===== src/rtl/ctrl_pipe_decoder.sv =====
// rtl/ctrl_pipe_decoder.sv - pipelined control decoder with hazard, flush and mult/div sequencing
module ctrl_pipe_decoder #(
    parameter int          OPW    = 5,
    parameter int          RW     = 5,
    parameter logic [4:0]  MUL_OP = 5'b00110,
    parameter logic [4:0]  DIV_OP = 5'b00111
) (
    input  logic           i_clk,
    input  logic           i_rst_n,
    input  logic           i_d_valid,
    input  logic [OPW-1:0] i_d_opcode,
    input  logic [4:0]     i_d_aluop,
    input  logic [RW-1:0]  i_d_rd,
    input  logic [RW-1:0]  i_d_rs,
    input  logic [RW-1:0]  i_d_rt,
    input  logic           i_br_taken,
    input  logic           i_md_ready,
    output logic           o_stall,
    output logic           o_flush,
    output logic           o_md_start,
    output logic           o_illegal,
    output logic [10:0]    o_x_ctrl,
    output logic [10:0]    o_m_ctrl,
    output logic [10:0]    o_w_ctrl,
    output logic [RW-1:0]  o_x_rd,
    output logic [RW-1:0]  o_m_rd,
    output logic [RW-1:0]  o_w_rd,
    output logic           o_x_valid,
    output logic           o_m_valid,
    output logic           o_w_valid
);

    localparam logic [0:0] S_IDLE    = 1'b0;
    localparam logic [0:0] S_MD_BUSY = 1'b1;

    localparam logic [OPW-1:0] OP_RTYPE = OPW'(0);
    localparam logic [OPW-1:0] OP_J     = OPW'(1);
    localparam logic [OPW-1:0] OP_BNE   = OPW'(2);
    localparam logic [OPW-1:0] OP_JAL   = OPW'(3);
    localparam logic [OPW-1:0] OP_ADDI  = OPW'(5);
    localparam logic [OPW-1:0] OP_BLT   = OPW'(6);
    localparam logic [OPW-1:0] OP_SW    = OPW'(7);
    localparam logic [OPW-1:0] OP_LW    = OPW'(8);

    // Bit 2 (Rwd) marks a load: its result is only available after M.
    localparam int LOAD_BIT = 2;

    logic [0:0]    r_state;
    logic [0:0]    w_state_nxt;
    logic [10:0]   r_x_ctrl, r_m_ctrl, r_w_ctrl;
    logic [RW-1:0] r_x_rd, r_m_rd, r_w_rd;
    logic          r_x_valid, r_m_valid, r_w_valid;
    logic          r_md_start;
    logic          r_illegal;

    logic [10:0]   w_dec_ctrl;
    logic          w_dec_legal;
    logic          w_is_idle;
    logic          w_load_use;
    logic          w_flush;
    logic          w_stall;
    logic          w_is_md;
    logic          w_issue_md;
    logic          w_x_bubble;

    always_comb begin
        w_dec_ctrl  = 11'h000;
        w_dec_legal = 1'b1;
        case (i_d_opcode)
            OP_RTYPE: w_dec_ctrl = 11'h280;
            OP_J:     w_dec_ctrl = 11'h001;
            OP_BNE:   w_dec_ctrl = 11'h052;
            OP_JAL:   w_dec_ctrl = 11'h181;
            OP_ADDI:  w_dec_ctrl = 11'h0A0;
            OP_BLT:   w_dec_ctrl = 11'h450;
            OP_SW:    w_dec_ctrl = 11'h068;
            OP_LW:    w_dec_ctrl = 11'h0A4;
            default:  w_dec_legal = 1'b0;
        endcase
    end

    assign w_is_idle  = (r_state == S_IDLE);
    assign w_load_use = i_d_valid & r_x_valid & r_x_ctrl[LOAD_BIT] & (r_x_rd != '0)
                      & ((r_x_rd == i_d_rs) | (r_x_rd == i_d_rt));
    // Flush is masked during reset so nothing downstream sees a stray discard.
    assign w_flush    = i_rst_n & w_is_idle & i_br_taken;
    assign w_stall    = ~w_is_idle | (w_load_use & ~w_flush);
    assign w_is_md    = (i_d_opcode == OP_RTYPE) & ((i_d_aluop == MUL_OP) | (i_d_aluop == DIV_OP));
    assign w_issue_md = w_is_idle & ~w_flush & ~w_load_use & i_d_valid & w_is_md;
    assign w_x_bubble = w_flush | w_stall | ~i_d_valid;

    always_comb begin
        w_state_nxt = r_state;
        case (r_state)
            S_IDLE:    if (w_issue_md) w_state_nxt = S_MD_BUSY;
            S_MD_BUSY: if (i_md_ready) w_state_nxt = S_IDLE;
            default:   w_state_nxt = S_IDLE;
        endcase
    end

    always_ff @(posedge i_clk or negedge i_rst_n) begin
        if (!i_rst_n) begin
            r_state    <= S_IDLE;
            r_md_start <= 1'b0;
            r_illegal  <= 1'b0;
        end else begin
            r_state    <= w_state_nxt;
            r_md_start <= w_issue_md;
            r_illegal  <= i_d_valid & ~w_dec_legal;
        end
    end

    always_ff @(posedge i_clk or negedge i_rst_n) begin
        if (!i_rst_n) begin
            r_x_ctrl  <= '0;
            r_x_rd    <= '0;
            r_x_valid <= 1'b0;
            r_m_ctrl  <= '0;
            r_m_rd    <= '0;
            r_m_valid <= 1'b0;
            r_w_ctrl  <= '0;
            r_w_rd    <= '0;
            r_w_valid <= 1'b0;
        end else begin
            r_w_ctrl  <= r_m_ctrl;
            r_w_rd    <= r_m_rd;
            r_w_valid <= r_m_valid;
            if (!w_is_idle) begin
                // Mult/div occupies X; M receives bubbles until the unit is done.
                r_m_ctrl  <= '0;
                r_m_rd    <= '0;
                r_m_valid <= 1'b0;
            end else begin
                r_m_ctrl  <= r_x_ctrl;
                r_m_rd    <= r_x_rd;
                r_m_valid <= r_x_valid;
                if (w_x_bubble) begin
                    r_x_ctrl  <= '0;
                    r_x_rd    <= '0;
                    r_x_valid <= 1'b0;
                end else begin
                    r_x_ctrl  <= w_dec_ctrl;
                    r_x_rd    <= i_d_rd;
                    r_x_valid <= 1'b1;
                end
            end
        end
    end

    assign o_stall    = w_stall;
    assign o_flush    = w_flush;
    assign o_md_start = r_md_start;
    assign o_illegal  = r_illegal;
    assign o_x_ctrl   = r_x_ctrl;
    assign o_m_ctrl   = r_m_ctrl;
    assign o_w_ctrl   = r_w_ctrl;
    assign o_x_rd     = r_x_rd;
    assign o_m_rd     = r_m_rd;
    assign o_w_rd     = r_w_rd;
    assign o_x_valid  = r_x_valid;
    assign o_m_valid  = r_m_valid;
    assign o_w_valid  = r_w_valid;

endmodule


===== config.mk =====
export PLATFORM = sky130hd
export DESIGN_NAME = ctrl_pipe_decoder
export DESIGN_NICKNAME = d
export VERILOG_FILES = /design/src/rtl/ctrl_pipe_decoder.sv
export SDC_FILE = /design/constraint.sdc
export NUM_CORES = 1
export LEC_CHECK = 0
export ABC_AREA = 1
export CAP_MARGIN = 10
export CORE_ASPECT_RATIO = 0.75
export CORE_MARGIN = 5
export CORE_UTILIZATION = 47
export DETAILED_ROUTE_END_ITERATION = 10
export HOLD_SLACK_MARGIN = 0.03
export PLACE_DENSITY = 0.85
export SYNTH_ARGS = -nofsm -noshare
export SYNTH_HDL_FRONTEND = slang
export SYNTH_SLANG_ARGS = --single-unit
export TNS_END_PERCENT = 100

===== constraint.sdc =====
create_clock -name i_clk -period 3.6 [get_ports i_clk]
set_input_delay 1.08 -clock i_clk [delete_from_list [all_inputs] [get_ports i_clk]]
set_output_delay 1.08 -clock i_clk [all_outputs]
set_load 0.01 [all_outputs]

==> results.py, run 1 <==
metrics = {
    "placed_design": {
        "port_buffers": 83,
        "hpwl_mm": 3.96,
        "place.gp.congestion": 0.798,
        "placed_cells_incl_taps": 377,
    },
    "worst_setup_path": {
        "path_buf_inv": 3,
        "critical_path.slowest_cell": "clkdlybuf4s50_1",
        "cp_slowest_stage_delay_ns": 0.50,
        "worstPathArrival_ns": 2.36,
        "cp-start-kind": "input pin",
        "path_delay_family": "buffers and inverters",
        "crit_path_max_fanout": 2,
        "crit_chain": "clkdlybuf4s50_1 -> inv_1 -> nand2_1 -> nand2_1 -> nor2_2 -> nand3_1 -> nand2_2 -> nand2_4 -> o21ai_1 -> clkbuf_2",
        "endpoint_kind": "output pin",
        "timing.critical_path.mode_cell": "nand2_1",
        "path_class": "in2out",
        "crit_required_ns": 2.52,
    },
    "synth": {
        "synth_area_per_cell_um2": 9.42,
        "syn_inst": 238,
        "synth_area_mm2": 0.00224,
        "yosysWarnings": 0,
        "yosysSeqAreaShare_pct": 60.3,
        "synth_seq_cells": 54,
        "synth_cell_types": 22,
        "synth_nets": 268,
    },
    "final_layout": {
        "layout.nets": 357,
        "area_delta_synth_final_pct": 44.4,
        "layout-drive-gt1-share_pct": 14.0,
        "antennaDiodeCount": 0,
        "seqCellArea_mm2": 0.00135,
        "multiInputGateArea_um2": 697,
        "layout_commonest_cell": "clkdlybuf4s50_1",
        "stdcell_count": 385,
        "nFillCells": 354,
        "mostFrequentLayoutCells": "clkdlybuf4s50_1, nand2_1, dfrtp_1",
    },
    "global_routing": {
        "grt_pass1_wl_mm": 9.06,
        "grt_max_degree": 55,
        "grt_pass1_vias": 1824,
        "grt-ovfl-total": 0,
        "antenna_found_initial": 0,
        "grtUsageTotal_pct": 17.7,
    },
    "cts": {
        "cts_hold_buf": 0,
        "cts-root-buf": "clkbuf_8",
        "cts_num_sinks": 54,
        "htreeDepth": 2,
        "clkLatencyLatePin_ns": 0.30,
        "clk_pin_slew_ns": 0.10,
        "cts_tree": "yes",
        "clockBufferDepth": 2,
        "post_cts.repair.setup_buffers": 0,
        "cts_resized": 1,
        "cts_made_buffers": 5,
    },
    "floorplanning": {
        "die_area_mm2": 0.00626,
        "io-pin-count": 85,
        "fp-row-count": 21,
        "start_util_pct": 49.3,
        "core_area_mm2": 0.00455,
        "die_w_um": 89.7,
        "die_h_um": 69.8,
    },
    "sta": {
        "slew_headroom_pct": 56.6,
        "period_share_pct": 95.6,
        "slew_viol_final": 0,
        "max_freq_mhz": 291,
        "period_needed_ns": 3.44,
        "rsz0062_at_grt": "false",
        "fin_skew_ns": 0.00690,
        "worstMarginPinSlew_ns": 0.651,
        "whs_ns": 0.381,
        "finalHoldViolCount": 0,
        "final-setup-viol-count": 0,
    },
    "min_path": {
        "hold_class": "reg2reg",
    },
    "detailed_routing": {
        "drc": 0,
        "wl_per_cell_um": 13.6,
        "via_count": 1811,
        "drt_iter0_drc": 76,
        "drt-pass1-iter-count": 4,
        "vias_per_cell": 4.70,
        "postRouteWirelength_mm": 5.23,
        "antenna_left": 0,
    },
    "pwr": {
        "ir_worst_vdd_mv": 0.217,
        "p_leak_nw": 1.64,
        "p_per_area_mw_per_mm2": 369,
    },
    "flow_run": {
        "max-cap-violations": 0,
    },
    "status": {
        "status": "finished clean",
    },
}
[cell families (layout without fill, tap and decap cells)]
logic type / after synthesis / in the layout / synth area share, %
compound gates: 3 / 3 / 0.670
xor+xnor: 2 / 2 / 0.782
buf+inv: 44 / 134 / 8.60
flops: 54 / 54 / 60.3
simple gates: 135 / 135 / 29.6
[final timing paths]
| kind | start | endpoint | slack, ns | cells after the start |
|---|---|---|---|---|
| min in group asynchronous | i_rst_n | o_m_ctrl[10]$_DFF_PN0_ | 0.97 | 2 |
| max in group asynchronous | i_rst_n | o_m_ctrl[3]$_DFF_PN0_ | 2.20 | 2 |
| setup / recovery | i_d_rs[3] | o_stall | 0.16 | 10 |
| hold reg to reg | o_m_ctrl[9]$_DFF_PN0_ | o_w_ctrl[9]$_DFF_PN0_ | 0.38 | 0 |
| hold / removal | o_m_ctrl[9]$_DFF_PN0_ | o_w_ctrl[9]$_DFF_PN0_ | 0.38 | 0 |
| setup reg to reg | o_x_rd[3]$_DFFE_PN0N_ | o_md_start$_DFF_PN0_ | 2.03 | 10 |
[cell type report]
type	instances	area share (%)
flip-flops and latches	54	41.7
repair buffers	88	26.5
multi-input cells	140	21.5
inverters	38	4.41
well taps	57	2.20
clock buffers	5	2.13
clock inverters	3	1.47
[synthesized netlist by cell type, drive strengths merged]
| cell type | instances | area, um2 |
|---|---|---|
| buf | 3 | 38.8 |
| clkbuf | 3 | 11.3 |
| dfrtp | 54 | 1350 |
| inv | 38 | 143 |
| nand2 | 67 | 289 |
| nand3 | 19 | 145 |
| nand3b | 3 | 22.5 |
| nand4 | 5 | 31.3 |
| nor2 | 36 | 138 |
| nor3 | 3 | 26.3 |
| nor4 | 1 | 6.26 |
| o21ai | 3 | 15.0 |
| or2 | 1 | 6.26 |
| xnor2 | 2 | 17.5 |
[stage by stage]
stage                     utilization, %  setup TNS, ns  worst slack [ns]  area [um2]  total power (W)
after floorplan                        -              0             0.687        2240         0.000699
after global placement              68.8         -0.243            -0.243        3130         0.000790
after detailed placement            68.8         -0.241            -0.241        3130         0.000795
after CTS                           71.3              0            0.0209        3240          0.00121
after global routing                71.2              0           0.00461        3240          0.00125
final                               71.2              0             0.159        3240          0.00119
[sequential cells by signal, summed over array words and instances, names as in the netlist]
register / count
o_m_valid: 1
o_m_ctrl: 11
o_w_valid: 1
o_illegal: 1
o_md_start: 1
o_x_ctrl: 11
o_x_rd: 5
o_m_rd: 5
o_w_ctrl: 11
o_w_rd: 5
o_x_valid: 1
r_state: 1
[worst reg2reg max path: stages, from the launching register on]
cell	delay, ns
dfrtp_1	0.49
inv_2	0.10
nand2_1	0.05
nand2_1	0.07
nor2_2	0.04
nand3_1	0.08
nand2_2	0.07
nand2_4	0.06
buf_4	0.26
nand3_1	0.14
nor2_1	0.13
[metal layers]
layer / up-vias / track usage, % / part of all wire (%)
met3: 4 / 5.97 / 8.2
met5: - / 0 / 0
met2: 64 / 29.1 / 48
li1: 894 / - / -
met4: 0 / 4.19 / 0.84
met1: 849 / 22.4 / 43
[where the power goes]
group	switching [W]	internal, W	total, W
Clock	0.000202	0.000211	0.000413
Sequential	0.0000126	0.000623	0.000636
Combinational	0.0000691	0.0000762	0.000145
Power figures use the tool's default switching activity.
==> run 2, diff against run 1 <==
Settings changed: CTS_CLUSTER_SIZE set to 10, SLEW_MARGIN set to 10.
==> results of run 2 <==
Same layout as run 1: the final DEF is identical, and so are final timing and power.
